--- src/rtl/sim_top.sv ---
// SoC stub for the simulation harness: emits a boot message on the byte UART,
// then polls the UART input and echoes every received byte. Every emitted
// byte is reported as one committed step on difftest_step.
//
// Ports:
//   clock, reset (sync, active-low)
//   io_logCtrl_log_begin/end/level : log window control (debug-only log_active)
//   io_perfInfo_clean/dump         : clear / snapshot the perf counters
//   io_uart_out_valid/ch           : one-cycle byte emission strobe + byte
//   io_uart_in_valid, io_uart_in_ch: one-cycle poll request + sampled byte (0xFF = none)
//   difftest_step                  : one-cycle commit strobe, mirrors io_uart_out_valid
module sim_top #(
    parameter int unsigned BOOT_DELAY    = 8,
    parameter int unsigned CHAR_GAP      = 4,
    parameter int unsigned POLL_INTERVAL = 16,
    parameter int unsigned MSG_LEN       = 14
) (
    input  logic        clock,
    input  logic        reset,
    input  logic [63:0] io_logCtrl_log_begin,
    input  logic [63:0] io_logCtrl_log_end,
    input  logic [63:0] io_logCtrl_log_level,
    input  logic        io_perfInfo_clean,
    input  logic        io_perfInfo_dump,
    output logic        io_uart_out_valid,
    output logic [7:0]  io_uart_out_ch,
    output logic        io_uart_in_valid,
    input  logic [7:0]  io_uart_in_ch,
    output logic        difftest_step
);

    localparam int unsigned CNT_W     = 16;
    localparam int unsigned IDX_W     = (MSG_LEN > 1) ? $clog2(MSG_LEN) : 1;
    localparam int unsigned PERF_W    = 32;
    localparam int unsigned GAP_LAST  = (CHAR_GAP > 1) ? CHAR_GAP - 2 : 0;
    localparam int unsigned POLL_LAST = POLL_INTERVAL - 2;

    typedef enum logic [2:0] {
        BOOT, EMIT, GAP, POLL_WAIT, POLL, ECHO
    } state_t;

    state_t                 state, state_d;
    logic [CNT_W-1:0]       cnt, cnt_d;
    logic [IDX_W-1:0]       idx, idx_d;
    logic                   out_valid_d, in_valid_d;
    logic [7:0]             out_ch_d;
    logic [63:0]            cycle_cnt;
    logic [PERF_W-1:0]      chars_out, polls;
    logic [PERF_W-1:0]      snap_chars_out, snap_polls;
    logic                   log_active;

    // Boot message ROM: "Hello, World!\n"
    function automatic logic [7:0] rom_byte(input logic [IDX_W-1:0] i);
        case (i)
            IDX_W'(0):  rom_byte = 8'h48;
            IDX_W'(1):  rom_byte = 8'h65;
            IDX_W'(2):  rom_byte = 8'h6C;
            IDX_W'(3):  rom_byte = 8'h6C;
            IDX_W'(4):  rom_byte = 8'h6F;
            IDX_W'(5):  rom_byte = 8'h2C;
            IDX_W'(6):  rom_byte = 8'h20;
            IDX_W'(7):  rom_byte = 8'h57;
            IDX_W'(8):  rom_byte = 8'h6F;
            IDX_W'(9):  rom_byte = 8'h72;
            IDX_W'(10): rom_byte = 8'h6C;
            IDX_W'(11): rom_byte = 8'h64;
            IDX_W'(12): rom_byte = 8'h21;
            IDX_W'(13): rom_byte = 8'h0A;
            default:    rom_byte = 8'h00;
        endcase
    endfunction

    // State, counters and registered outputs
    always_ff @(posedge clock) begin
        if (!reset) begin
            state             <= BOOT;
            cnt               <= '0;
            idx               <= '0;
            io_uart_out_valid <= 1'b0;
            io_uart_out_ch    <= 8'h00;
            io_uart_in_valid  <= 1'b0;
            difftest_step     <= 1'b0;
        end else begin
            state             <= state_d;
            cnt               <= cnt_d;
            idx               <= idx_d;
            io_uart_out_valid <= out_valid_d;
            io_uart_out_ch    <= out_ch_d;
            io_uart_in_valid  <= in_valid_d;
            difftest_step     <= out_valid_d;
        end
    end

    // Next state; outputs are derived from the next state so they line up with it
    always_comb begin
        state_d     = state;
        cnt_d       = cnt;
        idx_d       = idx;
        out_valid_d = 1'b0;
        in_valid_d  = 1'b0;
        out_ch_d    = io_uart_out_ch;

        case (state)
            BOOT: begin
                if (cnt == CNT_W'(BOOT_DELAY)) begin
                    state_d = EMIT;
                    cnt_d   = '0;
                end else begin
                    cnt_d = cnt + CNT_W'(1);
                end
            end
            EMIT: begin
                cnt_d = '0;
                if (idx == IDX_W'(MSG_LEN - 1)) begin
                    state_d = POLL_WAIT;
                end else begin
                    idx_d   = idx + IDX_W'(1);
                    state_d = (CHAR_GAP > 1) ? GAP : EMIT;
                end
            end
            GAP: begin
                if (cnt == CNT_W'(GAP_LAST)) begin
                    state_d = EMIT;
                    cnt_d   = '0;
                end else begin
                    cnt_d = cnt + CNT_W'(1);
                end
            end
            POLL_WAIT: begin
                if (cnt == CNT_W'(POLL_LAST)) begin
                    state_d = POLL;
                    cnt_d   = '0;
                end else begin
                    cnt_d = cnt + CNT_W'(1);
                end
            end
            POLL: begin
                cnt_d   = '0;
                state_d = (io_uart_in_ch == 8'hFF) ? POLL_WAIT : ECHO;
            end
            ECHO: begin
                cnt_d   = '0;
                state_d = POLL_WAIT;
            end
            default: begin
                state_d = BOOT;
                cnt_d   = '0;
                idx_d   = '0;
            end
        endcase

        out_valid_d = (state_d == EMIT) || (state_d == ECHO);
        in_valid_d  = (state_d == POLL);
        if (state_d == EMIT) begin
            out_ch_d = rom_byte(idx_d);
        end else if (state_d == ECHO) begin
            // ECHO is only entered from POLL, so the byte sampled now is the one to echo
            out_ch_d = io_uart_in_ch;
        end
    end

    // Free-running cycle counter and registered log window flag
    always_ff @(posedge clock) begin
        if (!reset) begin
            cycle_cnt  <= '0;
            log_active <= 1'b0;
        end else begin
            cycle_cnt  <= cycle_cnt + 64'd1;
            // Evaluated against the value cycle_cnt takes at this edge
            log_active <= io_logCtrl_log_level[0] && (io_logCtrl_log_end != 64'd0) &&
                          (io_logCtrl_log_begin <= cycle_cnt + 64'd1) &&
                          (cycle_cnt + 64'd1 < io_logCtrl_log_end);
        end
    end

    // Saturating perf counters; clean beats increment, dump captures pre-update values
    always_ff @(posedge clock) begin
        if (!reset) begin
            chars_out      <= '0;
            polls          <= '0;
            snap_chars_out <= '0;
            snap_polls     <= '0;
        end else begin
            if (io_perfInfo_dump) begin
                snap_chars_out <= chars_out;
                snap_polls     <= polls;
            end
            if (io_perfInfo_clean) begin
                chars_out <= '0;
                polls     <= '0;
            end else begin
                if (io_uart_out_valid && (chars_out != '1)) chars_out <= chars_out + PERF_W'(1);
                if (io_uart_in_valid && (polls != '1))      polls     <= polls + PERF_W'(1);
            end
        end
    end

    // Debug-only state observed hierarchically by the harness
    logic unused_debug;
    assign unused_debug = ^{io_logCtrl_log_level[63:1], snap_chars_out, snap_polls, log_active};

endmodule

--- config.mk ---
export PLATFORM = sky130hd
export DESIGN_NAME = sim_top
export DESIGN_NICKNAME = d
export VERILOG_FILES = /design/src/rtl/sim_top.sv
export SDC_FILE = /design/constraint.sdc
export NUM_CORES = 1
export LEC_CHECK = 0
export BUFFER_PORTS_ARGS = -buffer_cell sky130_fd_sc_hd__buf_4
export CORE_ASPECT_RATIO = 1.5
export CORE_MARGIN = 10
export CORE_UTILIZATION = 36
export CTS_CLUSTER_SIZE = 16
export DETAILED_ROUTE_END_ITERATION = 8
export GPL_TIMING_DRIVEN = 0
export PLACE_DENSITY = 0.83
export SYNTH_ARGS = -nofsm -noshare
export SYNTH_HDL_FRONTEND = slang
export SYNTH_SLANG_ARGS = --single-unit
--- constraint.sdc ---
create_clock -name clock -period 9.3 [get_ports clock]
set_clock_uncertainty 0.1 [all_clocks]
set_input_delay 2.79 -clock clock [delete_from_list [all_inputs] [get_ports clock]]
set_output_delay 2.79 -clock clock [all_outputs]
set_load 0.01 [all_outputs]
==> PnR_summary.wiki <==
{| class="wikitable"
! Metric !! Value
|-
| Setup Fix Bufs, Post-CTS || 0
|-
| Horiz. Die Dim || 79.0 microns
|-
| Power density normalized to cell area || 123 mW/mm^2
|-
| Area of the core || 0.00508 sq mm
|-
| Standard cell area after detailed placement || 0.00211 sq mm
|-
| Routed via count || 1711
|-
| Total of max-cap violations || 0
|-
| Half-perimeter wire length after detailed placement || 3360 microns
|-
| Ratio of final minimum period to clock period || 0.457
|-
| Area delta synth->final || 16.9%
|-
| Standard cell with the maximum stage delay on the critical path || sky130_fd_sc_hd__nor2_2
|-
| Ys Warns || 0
|-
| Level count of the clock H-tree || 2
|-
| Critical path peak fanout || 10
|-
| Ratio of cells with drive above 1 in the final layout || 0.142
|-
| Category of the most critical setup path || input pin to register
|-
| TritonCTS clock tree || built
|-
| Count of nets left with antenna violations after detail routing || 0
|-
| #FFs+latches synth || 33
|-
| Inserted Clock Buffers || 5
|-
| Gates resized, CTS repair || 0
|-
| Number of top-level pins || about 220
|-
| Slew @ Worst Pin || approximately 640 ps
|-
| CTS root buffer || sky130_fd_sc_hd__clkbuf_8
|-
| Post-synthesis net count || 440
|-
| Critical Path Sink Type || register
|-
| Drt initial violations || 45
|-
| Pin count of the biggest net entering global routing || 11
|-
| Sequential area share after synthesis || 0.352
|-
| CP Data Required Time || between 9000 and 10000 ps
|-
| Total grt overflow || 0
|-
| Lkg Pwr || 0.859 nW
|-
| Worst hold slack || 375 ps
|-
| Per-cell routed wire length || about 14 microns
|-
| Hold buffer count at cts || 0
|-
| Maximum clock rate || 0.235 GHz
|-
| Post-detailed-routing wire length || 4470 microns
|-
| Largest stage delay on the critical path || approximately 340 ps
|-
| Crit path cell chain || buf_4 -> and4_1 -> a31oi_1 -> nor2_1 -> nor2_2 -> nand2_1 -> o32ai_1
|-
| Summed negative setup slack over all endpoints || 0 ps
|-
| R2R Setup Slk || 5890 ps
|-
| First-pass iteration count of the detailed router || 4
|-
| Cells taking the most area after synthesis || sky130_fd_sc_hd__dfxtp_1 35%, sky130_fd_sc_hd__nor2_1 6.8%, sky130_fd_sc_hd__ha_1 6.0%
|-
| Worst-skew pair later-pin latency || 290 ps
|-
| Filler instances || about 490
|-
| Count of flip-flops with a built-in enable after synthesis || 0
|-
| Signal arrival time at the worst endpoint || approximately 4300 ps
|-
| Diodes inserted || 0
|-
| Finished Cell Area || 0.00220 sq mm
|-
| Proportion of netlist area held by the largest area contributor || 0.352
|-
| Setup violations, final || 0
|-
| Most area-hungry cell type in the Yosys netlist || sky130_fd_sc_hd__dfxtp_1
|-
| Number of DRC violations after detailed routing || 0
|-
| Flip-flop cell with the highest count after synthesis || sky130_fd_sc_hd__dfxtp_1
|-
| Overall die area || around 0.0086 sq mm
|-
| Rel. slew slack || 0.570
|-
| Result of the run || completed
|-
| Final weighted congestion of routability-driven global placement || 0.866
|-
| Final critical path time including I/O delays and setup || 4250 ps
|-
| Number of placement rows || 32
|-
| Count of buffers from port buffering || 19
|-
| Crit path launch type || input pin
|-
| Layout net count || 466
|-
| Post-synth ARST share || 0
|-
| Number of unique standard cell types used by synthesis || 53
|-
| Via count of the first global-routing pass || 1649
|-
| Combined area of all synthesized cells || 0.00188 sq mm
|-
| Average size of a mapped cell || 8.27 sq um
|-
| Unrepaired setup endpoints after global routing || no
|-
| Initial Utilization || 0.369
|-
| Number of sinks driven by the clock tree || 33
|-
| Global-route wire length before repair || ~7600 microns
|-
| Initial antenna violation count || 0
|-
| Class of the most critical hold timing path || register to register
|-
| Post-synthesis instance total || 227
|-
| Final-report hold violation count || 0
|-
| Post-CTS clock slew at the launch and capture registers of the worst setup and hold paths || 60 ps
|-
| Clock Path Buffers || 2
|-
| Per-cell via count in the routed design || 5.33
|-
| Worst vdd ir || 92.5 uV
|-
| Global-route usage over all layers || 0.107
|-
| Final Max Slew Viols || 0
|-
| Y dimension of the die || 108 microns
|}
==> synth_stat cells (2+ instances only) <==
cell / number
sky130_fd_sc_hd__inv_1: 11
sky130_fd_sc_hd__nor3_1: 4
sky130_fd_sc_hd__o311ai_0: 2
sky130_fd_sc_hd__clkbuf_1: 5
sky130_fd_sc_hd__nand4_1: 3
sky130_fd_sc_hd__or4_1: 4
sky130_fd_sc_hd__and3_1: 5
sky130_fd_sc_hd__nand2b_1: 4
sky130_fd_sc_hd__and4_1: 2
sky130_fd_sc_hd__o21ai_0: 9
sky130_fd_sc_hd__nand3_1: 11
sky130_fd_sc_hd__ha_1: 9
sky130_fd_sc_hd__nor2b_1: 2
sky130_fd_sc_hd__o211ai_1: 5
sky130_fd_sc_hd__a31oi_1: 5
sky130_fd_sc_hd__o32ai_1: 2
sky130_fd_sc_hd__dfxtp_1: 33
sky130_fd_sc_hd__nand2_1: 21
sky130_fd_sc_hd__a21oi_1: 6
sky130_fd_sc_hd__xnor2_1: 6
sky130_fd_sc_hd__a32o_1: 2
sky130_fd_sc_hd__nor2_1: 34
sky130_fd_sc_hd__mux2i_1: 2
sky130_fd_sc_hd__and2_1: 3
sky130_fd_sc_hd__xor2_1: 9
==> per-layer routing <==
metal	part of all wire	GRT usage	up-vias
met2	0.52	0.180	44
met3	0.048	0.0291	10
met1	0.41	0.121	793
met4	0.025	0.0527	0
li1	-	-	864
met5	0	0	-
==> power by group <==
| part | total [mW] | switching (mW) | leakage, nW | internal, mW |
|---|---|---|---|---|
| clock network | 0.110 | 0.0520 | 0.0433 | 0.0584 |
| registers | 0.145 | 0.00204 | 0.266 | 0.143 |
| logic | 0.0139 | 0.00750 | 0.549 | 0.00643 |
==> metrics by stage <==
stage	utilization	instances	power (mW)	setup slack (ps)
global placement	0.414	314	0.162	4850
global route	0.432	321	0.277	4900
finish	0.432	321	0.269	5050
CTS	0.432	321	0.270	5060
floorplan	-	227	0.156	5100
detailed placement	0.414	314	0.162	4770
==> path summary, 6_finish.rpt <==
path | start | endpoint | cells past startpoint
worst max-delay path | io_uart_in_ch[3] | io_uart_out_ch[2] | 7
worst max register to register | idx[1] | io_uart_out_ch[1] | 12
worst min register to register | io_uart_out_ch[6] | io_uart_out_ch[6] | 2
worst min-delay path | io_uart_out_ch[6] | io_uart_out_ch[6] | 2
==> area by class of cell <==
class                           instances  area, sq um  area share
Timing Repair Buffer                   19          143      0.0650
Buffer                                  8         42.5      0.0194
Sequential cell                        33          661       0.301
Inverter                               12         45.0      0.0205
Clock inverter                          1         7.51     0.00342
Tap cell                               68         85.1      0.0387
Clock buffer                            6         82.6      0.0376
Multi-Input combinational cell        174         1130       0.515
==> logic make-up after synthesis <==
group | share of synthesized area
fa+ha+maj | 0.0600
compound gates | 0.196
flops | 0.352
simple gates | 0.265
buf+inv | 0.0466
xor+xnor | 0.0700
mux | 0.0107
==> worst max-delay path, delay by kind of cell <==
| kind | cells | cell delay (ps) |
|---|---|---|
| buffers and inverters | 1 | 110 |
| AO/OA/AOI/OAI | 2 | 520 |
| AND/OR/NAND/NOR | 4 | 900 |
==> registers in the layout (all words and copies together) (netlist names) <==
name              count
io_uart_out_ch        8
difftest_step         1
idx                   4
state                 3
io_uart_in_valid      1
cnt                  16
==> cell usage in the layout, fill, tap and decap left out, types with 3 or more instances in the layout <==
cell type / count
sky130_fd_sc_hd__nand2b_1: 4
sky130_fd_sc_hd__or4_1: 4
sky130_fd_sc_hd__xnor2_1: 6
sky130_fd_sc_hd__nand4_1: 3
sky130_fd_sc_hd__o21ai_0: 9
sky130_fd_sc_hd__nand2_1: 21
sky130_fd_sc_hd__inv_1: 11
sky130_fd_sc_hd__and2_1: 3
sky130_fd_sc_hd__o211ai_1: 5
sky130_fd_sc_hd__a21oi_1: 6
sky130_fd_sc_hd__ha_1: 9
sky130_fd_sc_hd__clkbuf_8: 6
sky130_fd_sc_hd__nor3_1: 4
sky130_fd_sc_hd__and3_1: 5
sky130_fd_sc_hd__buf_4: 20
sky130_fd_sc_hd__a31oi_1: 5
sky130_fd_sc_hd__clkbuf_1: 5
sky130_fd_sc_hd__nand3_1: 11
sky130_fd_sc_hd__nor2_1: 34
sky130_fd_sc_hd__dfxtp_1: 33
sky130_fd_sc_hd__xor2_1: 9
Note: power is estimated with default switching activity, not from simulation.
